===== src/rtl/cypher_scheduler_if.sv =====
// Requester-side bus of cypher_scheduler: per-requester job requests in,
// one-hot acks and a shared result strobe out.
interface cypher_scheduler_if #(
  parameter int NREQ = 4,
  parameter int MAXD = 8
);
  logic [NREQ-1:0]        req_valid;
  logic [16*NREQ-1:0]     req_cypher;
  logic [4*MAXD*NREQ-1:0] req_digits;
  logic [4*NREQ-1:0]      req_len;
  logic [NREQ-1:0]        req_ack;
  logic                   done;
  logic [2:0]             done_id;
  logic                   done_right;
  logic [7:0]             done_sum;

  modport master (
    output req_valid, req_cypher, req_digits, req_len,
    input  req_ack, done, done_id, done_right, done_sum
  );

  modport slave (
    input  req_valid, req_cypher, req_digits, req_len,
    output req_ack, done, done_id, done_right, done_sum
  );
endinterface


===== src/rtl/cypher_scheduler.sv =====
// Round-robin scheduler sharing one cypher_detector among NREQ requesters.
// Optional per-requester failure lockout is enabled with `define CYD_LOCKOUT_EN.
module cypher_scheduler #(
  parameter int NREQ       = 4,
  parameter int MAXD       = 8,
  parameter int LOCK_LIMIT = 3
) (
  input  logic             clock,
  input  logic             reset,
  cypher_scheduler_if.slave bus,
  output logic [15:0]      det_cypher,
  output logic [3:0]       det_num,
  output logic             det_read,
  output logic             det_clear,
  input  logic [7:0]       det_sum,
  input  logic             det_right,
  output logic             busy,
  output logic [NREQ-1:0]  lock_status
);

  localparam logic [2:0] S_IDLE  = 3'd0;
  localparam logic [2:0] S_CLEAR = 3'd1;
  localparam logic [2:0] S_FEED  = 3'd2;
  localparam logic [2:0] S_CHECK = 3'd3;
  localparam logic [2:0] S_DONE  = 3'd4;

  localparam logic [3:0] MAXD_L = 4'(MAXD);

  logic [2:0]          state_reg;
  logic [2:0]          rr_reg;
  logic [2:0]          id_reg;
  logic [15:0]         cypher_reg;
  logic [4*MAXD-1:0]   digits_reg;
  logic [3:0]          len_reg;
  logic [3:0]          k_reg;
  logic                right_reg;
  logic [7:0]          sum_reg;

  logic [NREQ-1:0]     eligible;
  logic                grant_found;
  logic [2:0]          grant_id;
  logic [15:0]         sel_cypher;
  logic [4*MAXD-1:0]   sel_digits;
  logic [3:0]          sel_len_raw;
  logic [3:0]          sel_len;
  logic [3:0]          cur_digit;
  logic                take;

  // First eligible index at or after the pointer, else the lowest eligible (wrap).
  always_comb begin
    grant_found = 1'b0;
    grant_id    = '0;
    for (int i = 0; i < NREQ; i++) begin
      if (!grant_found && eligible[i] && (3'(i) >= rr_reg)) begin
        grant_found = 1'b1;
        grant_id    = 3'(i);
      end
    end
    for (int i = 0; i < NREQ; i++) begin
      if (!grant_found && eligible[i]) begin
        grant_found = 1'b1;
        grant_id    = 3'(i);
      end
    end
  end

  always_comb begin
    sel_cypher  = '0;
    sel_digits  = '0;
    sel_len_raw = '0;
    for (int i = 0; i < NREQ; i++) begin
      if (grant_id == 3'(i)) begin
        sel_cypher  = bus.req_cypher[16*i +: 16];
        sel_digits  = bus.req_digits[4*MAXD*i +: 4*MAXD];
        sel_len_raw = bus.req_len[4*i +: 4];
      end
    end
  end

  assign sel_len = (sel_len_raw > MAXD_L) ? MAXD_L : sel_len_raw;

  // Ack is masked by reset so every output reads 0 while reset is held.
  assign take = reset && (state_reg == S_IDLE) && grant_found;

  always_comb begin
    bus.req_ack = '0;
    for (int i = 0; i < NREQ; i++) begin
      bus.req_ack[i] = take && (grant_id == 3'(i));
    end
  end

  always_comb begin
    cur_digit = '0;
    for (int d = 0; d < MAXD; d++) begin
      if (k_reg == 4'(d)) cur_digit = digits_reg[4*d +: 4];
    end
  end

  assign busy           = (state_reg != S_IDLE);
  assign det_cypher     = busy ? cypher_reg : 16'd0;
  assign det_clear      = (state_reg == S_CLEAR);
  assign det_read       = (state_reg == S_FEED);
  assign det_num        = det_read ? cur_digit : 4'd0;
  assign bus.done       = (state_reg == S_DONE);
  assign bus.done_id    = bus.done ? id_reg : 3'd0;
  assign bus.done_right = bus.done && right_reg;
  assign bus.done_sum   = bus.done ? sum_reg : 8'd0;

  always_ff @(posedge clock or negedge reset) begin
    if (!reset) begin
      state_reg  <= S_IDLE;
      rr_reg     <= '0;
      id_reg     <= '0;
      cypher_reg <= '0;
      digits_reg <= '0;
      len_reg    <= '0;
      k_reg      <= '0;
      right_reg  <= 1'b0;
      sum_reg    <= '0;
    end else begin
      case (state_reg)
        S_IDLE: begin
          if (grant_found) begin
            state_reg  <= S_CLEAR;
            id_reg     <= grant_id;
            cypher_reg <= sel_cypher;
            digits_reg <= sel_digits;
            len_reg    <= sel_len;
            k_reg      <= '0;
            right_reg  <= 1'b0;
            sum_reg    <= '0;
            rr_reg     <= (grant_id == 3'(NREQ-1)) ? 3'd0 : grant_id + 3'd1;
          end
        end
        S_CLEAR: state_reg <= (len_reg == 4'd0) ? S_DONE : S_FEED;
        S_FEED:  state_reg <= S_CHECK;
        S_CHECK: begin
          right_reg <= det_right;
          sum_reg   <= det_sum;
          if (det_right || ((k_reg + 4'd1) == len_reg)) begin
            state_reg <= S_DONE;
          end else begin
            k_reg     <= k_reg + 4'd1;
            state_reg <= S_FEED;
          end
        end
        S_DONE:  state_reg <= S_IDLE;
        default: state_reg <= S_IDLE;
      endcase
    end
  end

`ifdef CYD_LOCKOUT_EN
  localparam int CW = $clog2(LOCK_LIMIT + 1);

  logic [NREQ-1:0] lock_vec;

  // A locked requester never finishes another job, so its counter stays saturated.
  for (genvar gi = 0; gi < NREQ; gi++) begin : g_lock
    logic [CW-1:0] fail_cnt_reg;

    always_ff @(posedge clock or negedge reset) begin
      if (!reset) begin
        fail_cnt_reg <= '0;
      end else if ((state_reg == S_DONE) && (id_reg == 3'(gi))) begin
        if (right_reg) begin
          fail_cnt_reg <= '0;
        end else if (fail_cnt_reg != CW'(LOCK_LIMIT)) begin
          fail_cnt_reg <= fail_cnt_reg + 1'b1;
        end
      end
    end

    assign lock_vec[gi] = (fail_cnt_reg == CW'(LOCK_LIMIT));
  end

  assign lock_status = lock_vec;
  assign eligible    = bus.req_valid & ~lock_vec;
`else
  logic unused_lock_limit;

  assign unused_lock_limit = (LOCK_LIMIT > 0);
  assign lock_status       = '0;
  assign eligible          = bus.req_valid;
`endif

endmodule


===== src/flat_wrapper.sv =====
// flat-port wrapper written by rule: the top's interface ports become plain ports
module cypher_scheduler_flat 
#(
  parameter int NREQ       = 4,
  parameter int MAXD       = 8,
  parameter int LOCK_LIMIT = 3
)
  (clock, reset, det_cypher, det_num, det_read, det_clear, det_sum, det_right, busy, lock_status, bus_req_valid, bus_req_cypher, bus_req_digits, bus_req_len, bus_req_ack, bus_done, bus_done_id, bus_done_right, bus_done_sum);
  cypher_scheduler_if #(.NREQ(NREQ), .MAXD(MAXD)) bus_i ();
  input  logic clock;
  input  logic reset;
  output logic [15:0] det_cypher;
  output logic [3:0] det_num;
  output logic det_read;
  output logic det_clear;
  input  logic [7:0] det_sum;
  input  logic det_right;
  output logic busy;
  output logic [NREQ-1:0] lock_status;
  input wire logic [$bits(bus_i.req_valid)-1:0] bus_req_valid;
  input wire logic [$bits(bus_i.req_cypher)-1:0] bus_req_cypher;
  input wire logic [$bits(bus_i.req_digits)-1:0] bus_req_digits;
  input wire logic [$bits(bus_i.req_len)-1:0] bus_req_len;
  output wire logic [$bits(bus_i.req_ack)-1:0] bus_req_ack;
  output wire logic [$bits(bus_i.done)-1:0] bus_done;
  output wire logic [$bits(bus_i.done_id)-1:0] bus_done_id;
  output wire logic [$bits(bus_i.done_right)-1:0] bus_done_right;
  output wire logic [$bits(bus_i.done_sum)-1:0] bus_done_sum;
  assign bus_i.req_valid = bus_req_valid;
  assign bus_i.req_cypher = bus_req_cypher;
  assign bus_i.req_digits = bus_req_digits;
  assign bus_i.req_len = bus_req_len;
  assign bus_req_ack = bus_i.req_ack;
  assign bus_done = bus_i.done;
  assign bus_done_id = bus_i.done_id;
  assign bus_done_right = bus_i.done_right;
  assign bus_done_sum = bus_i.done_sum;
  cypher_scheduler #(.NREQ(NREQ), .MAXD(MAXD), .LOCK_LIMIT(LOCK_LIMIT)) u_core (.clock(clock), .reset(reset), .bus(bus_i), .det_cypher(det_cypher), .det_num(det_num), .det_read(det_read), .det_clear(det_clear), .det_sum(det_sum), .det_right(det_right), .busy(busy), .lock_status(lock_status));
endmodule

===== config.mk =====
export PLATFORM = sky130hd
export DESIGN_NAME = cypher_scheduler_flat
export DESIGN_NICKNAME = d
export VERILOG_FILES = /design/src/rtl/cypher_scheduler_if.sv /design/src/rtl/cypher_scheduler.sv /design/src/flat_wrapper.sv
export SDC_FILE = /design/constraint.sdc
export NUM_CORES = 1
export LEC_CHECK = 0
export BUFFER_PORTS_ARGS = -buffer_cell sky130_fd_sc_hd__buf_2
export CORE_MARGIN = 2
export CORE_UTILIZATION = 42
export CTS_CLUSTER_SIZE = 14
export DETAILED_ROUTE_END_ITERATION = 8
export PLACE_DENSITY = 0.78
export RECOVER_POWER = 100
export SLEW_MARGIN = 10
export SYNTH_ARGS = -nofsm -noshare
export SYNTH_HDL_FRONTEND = slang
export SYNTH_SLANG_ARGS = --single-unit

===== constraint.sdc =====
create_clock -name clock -period 2.8 [get_ports clock]
set_clock_uncertainty 0.15 [all_clocks]
set_input_delay 0.56 -clock clock [delete_from_list [all_inputs] [get_ports clock]]
set_output_delay 0.56 -clock clock [all_outputs]
set_load 0.02 [all_outputs]

# ---- After elaboration in Yosys (flattened, before gate mapping)
# Cells that the tools add are included.
dict set report word_totals {
  regBits 74
  inputBits 223
  elab_cells 120
}
dict set report classes {
  n_mux 52
  magnitude_cmp 5
  reduce_logical 35
  addsub 2
  n_eq_ne 17
}
# cell count
set ops {}
lappend ops {{two-way mux 32 bit} 4}
lappend ops {{two-way mux 16 bit} 5}
lappend ops {{two-way mux 4 bit} 16}
lappend ops {{logical AND 1 bit} 18}
lappend ops {{== test 4 x 3 -> 1 bit, second input constant} 4}
lappend ops {{two-way mux 8 bit} 2}
lappend ops {{one-hot mux 8 bit (2 select lines)} 1}
lappend ops {{two-way mux 3 bit} 5}
lappend ops {{two-way mux 2 bit} 6}
lappend ops {{one-hot mux 3 bit (4 select lines)} 1}
lappend ops {{two-way mux 1 bit} 10}
lappend ops {{== test 4 x 2 -> 1 bit, second input constant} 2}
lappend ops {{zero test 4 bit} 2}
lappend ops {{one-hot mux 4 bit (2 select lines)} 1}
lappend ops {{zero test 1 bit} 7}
lappend ops {{== test 3 x 2 -> 1 bit, second input constant} 2}
lappend ops {{>= comparator 1 x 3 -> 1 bit, first input constant} 2}
lappend ops {{>= comparator 2 x 3 -> 1 bit, first input constant} 2}
lappend ops {{zero test 3 bit} 2}
lappend ops {{adder 4 x 1 -> 4 bit, second input constant} 1}
lappend ops {{== test 2 bit, second input constant} 2}
lappend ops {{== test 4 x 1 -> 1 bit, second input constant} 1}
lappend ops {{== test 4 bit} 1}
lappend ops {{greater-than comparator 4 bit, second input constant} 1}
lappend ops {{other kinds (12)} 13}

# ---- Logic depth before layout (Yosys ltp)
dict set report logic_depth {
  ltp_word 34
  mapped_depth 11
}

# ---- Least setup slack after synthesis
# No wires, ideal clock.
dict set report synth_timing {
  path_kind {input port to output port}
  from {in bus_req_valid[2]}
  to {out bus_req_ack[3]}
  slack_ns -0.163
  n_path_buf 2
  path_stages 7
  arrival_time_ns 2.253
  path_cell_list {inv_1 o22ai_1 a211oi_1 ha_1 clkbuf_1 clkbuf_1 and3_1}
}
dict set report synth_between {
  elab_chain_cells 21
}
# element line_no
set synth_lines {}
lappend synth_lines {{from (decl)} flat_wrapper.sv:20} ;# input wire logic [$bits(bus_i.req_valid)-1:0] bus_req_valid;
lappend synth_lines {{logical AND 1 bit (2 in a row)} cypher_scheduler.sv:54} ;# if (!grant_found && eligible[i] && (3'(i) >= rr_reg)) begin
lappend synth_lines {{two-way mux 1 bit} cypher_scheduler.sv:54}
lappend synth_lines {{zero test 1 bit} cypher_scheduler.sv:54}
lappend synth_lines {{logical AND 1 bit (2 in a row)} cypher_scheduler.sv:54}
lappend synth_lines {{two-way mux 1 bit} cypher_scheduler.sv:54}
lappend synth_lines {{zero test 1 bit} cypher_scheduler.sv:60} ;# if (!grant_found && eligible[i]) begin
lappend synth_lines {{logical AND 1 bit} cypher_scheduler.sv:60}
lappend synth_lines {{two-way mux 1 bit} cypher_scheduler.sv:60}
lappend synth_lines {{[4 not listed]} -}
lappend synth_lines {{logical AND 1 bit} cypher_scheduler.sv:60}
lappend synth_lines {{two-way mux 1 bit} cypher_scheduler.sv:60}
lappend synth_lines {{zero test 1 bit} cypher_scheduler.sv:60}
lappend synth_lines {{logical AND 1 bit} cypher_scheduler.sv:60}
lappend synth_lines {{two-way mux 2 bit (*)} cypher_scheduler.sv:60}
lappend synth_lines {{net u_core.grant_id[0]} cypher_scheduler.sv:41} ;# logic [2:0] grant_id;
lappend synth_lines {{== test 2 bit (*)} cypher_scheduler.sv:88} ;# bus.req_ack[i] = take && (grant_id == 3'(i));
lappend synth_lines {{logical AND 1 bit (*)} cypher_scheduler.sv:88}
lappend synth_lines {{to (decl)} flat_wrapper.sv:24} ;# output wire logic [$bits(bus_i.req_ack)-1:0] bus_req_ack;
# Mark *: on every way through the listed nets, which the timed path passes. The rest lies on a longest branch.

# ---- Worst setup path in the final report
dict set report layout_timing {
  from {reg u_core.k_reg[0]}
  to {out det_num[0]}
}
dict set report layout_between {
  elab_chain_cells 10
}
# element line_no
set layout_lines {}
lappend layout_lines {{from (decl)} cypher_scheduler.sv:35} ;# logic [3:0] k_reg;
lappend layout_lines {{from (signal assigned)} cypher_scheduler.sv:143} ;# k_reg <= k_reg + 4'd1;
lappend layout_lines {{zero test 4 bit} cypher_scheduler.sv:95} ;# if (k_reg == 4'(d)) cur_digit = digits_reg[4*d +: 4];
lappend layout_lines {{two-way mux 4 bit (7 in a row)} cypher_scheduler.sv:95}
lappend layout_lines {{two-way mux 4 bit (*)} cypher_scheduler.sv:95}
lappend layout_lines {{two-way mux 4 bit (*)} cypher_scheduler.sv:103} ;# assign det_num = det_read ? cur_digit : 4'd0;
lappend layout_lines {{to (decl)} flat_wrapper.sv:13} ;# output logic [3:0] det_num;
# Every way passes the cells marked *; elsewhere a longest branch is shown, timed or not.

==> flow_summary.toml <==
[timing]
postLayoutSetupSlackWorst_ns = -0.0410
rsz0062_at_grt = "true"
worst_slew_pin_slew_ns = 1.39
setup_viol = 3
finalCritPeriodShare_pct = 101
fin_tns_setup_ns = -0.0838
slew_headroom_pct = 7.61
slew_violations = 0
hold_viol = 0
fin_crit_ns = 2.84
max_freq_ghz = 0.352

[route]
drt_iter0_drc = 354
avgViaCountPerCell = 5.77
post_drt_wl_per_cell_um = 18.3
routed_wl_um = 18400
drt_pass1_iterations = 5
vias = 5798
route.detailed.drc = 0
postRouteAntennaNets = 0

[worst_setup_path]
critical-path-top-delay-family = "compound AO/OA/AOI/OAI gates"
r2r_setup_slack_ns = 0.17
worstRegToRegCells = 6
path_cells = "ha_4 -> or3_4 -> a221oi_4 -> o22ai_2 -> a221oi_2 -> buf_4"
worstPathMaxFanout = 4
start_kind = "flip-flop"
slowest_delay_ns = 0.47
critPathRequiredTime_ns = 2.09
cp-startpoint = "u_core.k_reg[0]"
critical-path-slowest-cell = "dfrtp_2"
end_kind = "output port"
crit_type = "flip-flop to output port"
crit_path_end = "det_num[0]"
reg2reg_to = "u_core.cypher_reg[4]"
cp.depth = 6
r2r_start = "u_core.state_reg[1]"
critPathArrivalTime_ns = 2.13
path_buf_inv = 1

[synth]
synth_simple_gate_area_share_pct = 17.1
synthArstFlopShare_pct = 100
yosysUniqueCellTypes = 52
muxShareOfSynthArea_pct = 0.297
synthAdderAreaFrac_pct = 1.98
syn_area_um2 = 5060
ys_ff_latch = 72
synth_compound_area_share_pct = 35.7
avgSynthCellArea_um2 = 8.35
synth_flop_cell = "dfrtp_1"
synth.yosys.warnings = 0
synth_xor_area_share_pct = 1.34
netlist_instances = 606
ys_seq_area_share_pct = 35.6
synth_top_family_by_area = "compound AO/OA/AOI/OAI gates"
synth_edf_count = 0

[global_route]
grt_pass1_vias = 5646
grt_antenna_before_repair = 1
grtUsageTotal_pct = 27.2
grt_overflow = 0
grt_max_degree = 53
grt_pass1_wl_um = 28000

[die]
rows = 40
die_x_um = 114
pin_count = 267
die_y_um = 114
die_area_um2 = 12900
core_area_um2 = 11900
initial_utilization_pct = 42.6

[clock_network]
ctsHoldBuffers = 0
path_clk_slew_ns = 0.06
clk_latency_ns = 0.32
cts_buffer_depth = 2
root_buffer = "clkbuf_16"
clkSinkCount = 72
numCtsBuffers = 9
h-tree-depth = 3
tritoncts = "built"

[run_status]
status = "finished, violations left"
violations = "setup timing"

[pwr]
clock_power_share_pct = 14.9
combPwrFrac_pct = 61.3
pwr-share-seq_pct = 23.8
ir_drop_mv = 0.553
power_density_nw_per_um2 = 1120
p_int_mw = 4.32
leakagePower_nw = 3.29
p_total_mw = 7.90
switchingPower_mw = 3.57
switching_share_pct = 45.3

[layout]
largest_register_ffs = 32
syn_to_final_growth_pct = 39.2
drive_gt1_share_pct = 38.7
fillers = 1113
finish.utilization_pct = 59.4
nets = 1083

[placed_design]
io_buffers = 261
dp_hpwl_um = 13200
gp_congestion = 0.912
post-place-ws_ns = -0.133

[worst_hold_path]
min_from = "det_sum[5]"
hold_path.class = "input port to flip-flop"

[flow_run]
maxCapViolCount = 0
-- repair_timing --
item | 4_1_cts | 5_1_grt
pin swaps | 6 | 5
hold endpoints to repair | 0 | 0
setup buffers | 2 | 5
gates resized for setup | 20 | 18
cloned | 0 | 1
setup endpoints to repair | 4 | 31
-- power by group through the flow --
| stage | combinational [mW] | clock, mW | sequential, mW |
|---|---|---|---|
| after floorplan | 3.34 | 0 | 1.76 |
| after global placement | 4.48 | 0 | 1.87 |
| after detailed placement | 4.57 | 0 | 1.89 |
| after CTS | 4.69 | 1.19 | 1.89 |
| after global routing | 5.33 | 1.24 | 1.94 |
| final | 4.84 | 1.17 | 1.88 |
-- kinds of logic after synthesis --
family	after synthesis
compound gates	263
xor+xnor	6
fa+ha+maj	8
buf+inv	85
flops	72
mux	1
other cells	1
simple gates	170
-- layout by cell type, fill, tap and decap left out, drive strengths merged, types with 3 or more instances in the layout --
master / n
a31oi: 3
conb: 5
buf: 285
a22oi: 10
nor2b: 23
o22ai: 8
and2: 13
dfrtp: 72
clkinv: 4
o211ai: 48
and3: 5
ha: 8
nand3: 5
nand2b: 5
nand2: 44
clkbuf: 23
or3: 3
inv: 16
nor3: 5
o21ai: 17
a21oi: 103
nand3b: 10
a221oi: 8
a221o: 50
nor2: 48
o21a: 6
xnor2: 3
-- synthesized netlist by cell type (2+ instances only) --
cell type | instances | area share, %
a21oi_1 | 103 | 10
a221o_1 | 50 | 9.9
a221oi_1 | 8 | 1.4
a22oi_1 | 10 | 1.5
a31oi_1 | 3 | 0.37
and2_1 | 12 | 1.5
and3_1 | 5 | 0.62
buf_2 | 11 | 1.1
buf_4 | 7 | 1.0
buf_6 | 5 | 1.1
clkbuf_1 | 43 | 3.2
dfrtp_1 | 72 | 36
ha_1 | 8 | 2.0
inv_1 | 17 | 1.3
nand2_1 | 44 | 3.3
nand2b_1 | 5 | 0.62
nand3_1 | 5 | 0.49
nand3b_1 | 10 | 1.5
nand4_1 | 2 | 0.25
nor2_1 | 48 | 3.6
nor2b_1 | 22 | 2.7
nor3_1 | 3 | 0.30
nor3b_1 | 2 | 0.30
nor4_1 | 2 | 0.25
o211ai_1 | 48 | 7.1
o21a_1 | 6 | 0.89
o21ai_0 | 16 | 1.6
o22ai_1 | 8 | 0.99
o311ai_0 | 2 | 0.35
o31ai_1 | 2 | 0.30
or3_1 | 3 | 0.37
xnor2_1 | 3 | 0.52
xor2_1 | 2 | 0.35
-- worst register-to-register path, delay by kind of cell, from the launching register on --
family                 cells  cell delay [ns]
AO/OA/AOI/OAI              2             0.34
buffers and inverters      2             0.75
flip-flops                 1             0.49
AND/OR/NAND/NOR            2             0.77
-- through the flow --
step	hold slack, ns	cell area (um^2)	std cells
finish	0.300	7040	1005
global route	0.298	7040	1005
CTS	0.159	6970	999
detailed placement	0.329	6550	981
global placement	0.309	6550	981
floorplan	0.114	5100	610
-- cell type report --
| cell class | instances | area [um^2] | share of cell area (%) |
|---|---|---|---|
| sequential | 72 | 1810 | 25.6 |
| clock buffer | 11 | 253 | 3.59 |
| multi-input combinational | 454 | 3050 | 43.3 |
| antenna | 1 | 2.50 | 0.0355 |
| tap | 147 | 184 | 2.61 |
| timing repair buffer | 297 | 1630 | 23.1 |
| inverter | 18 | 70.1 | 0.995 |
| clock inverter | 5 | 55.1 | 0.782 |
-- metal layers --
| layer | vias up | wire length [um] | GRT usage (%) |
|---|---|---|---|
| li1 | 2747 | - | - |
| met1 | 2746 | 7310 | 34.6 |
| met2 | 260 | 9130 | 46.7 |
| met3 | 45 | 1220 | 4.68 |
| met4 | 0 | 694 | 9.67 |
| met5 | - | 0 | 0 |
-- worst min-delay path by stage --
stage                                 endpoint  slack (ns)  cells after the start
final                        u_core.sum_reg[5]        0.30                      3
after detailed placement      u_core.id_reg[1]        0.33                      2
after floorplan           u_core.cypher_reg[0]        0.11                      0
after global routing         u_core.sum_reg[3]        0.30                      3
after CTS                 u_core.cypher_reg[6]        0.16                      2
after global placement        u_core.id_reg[1]        0.31                      2
Power figures use the tool's default switching activity.
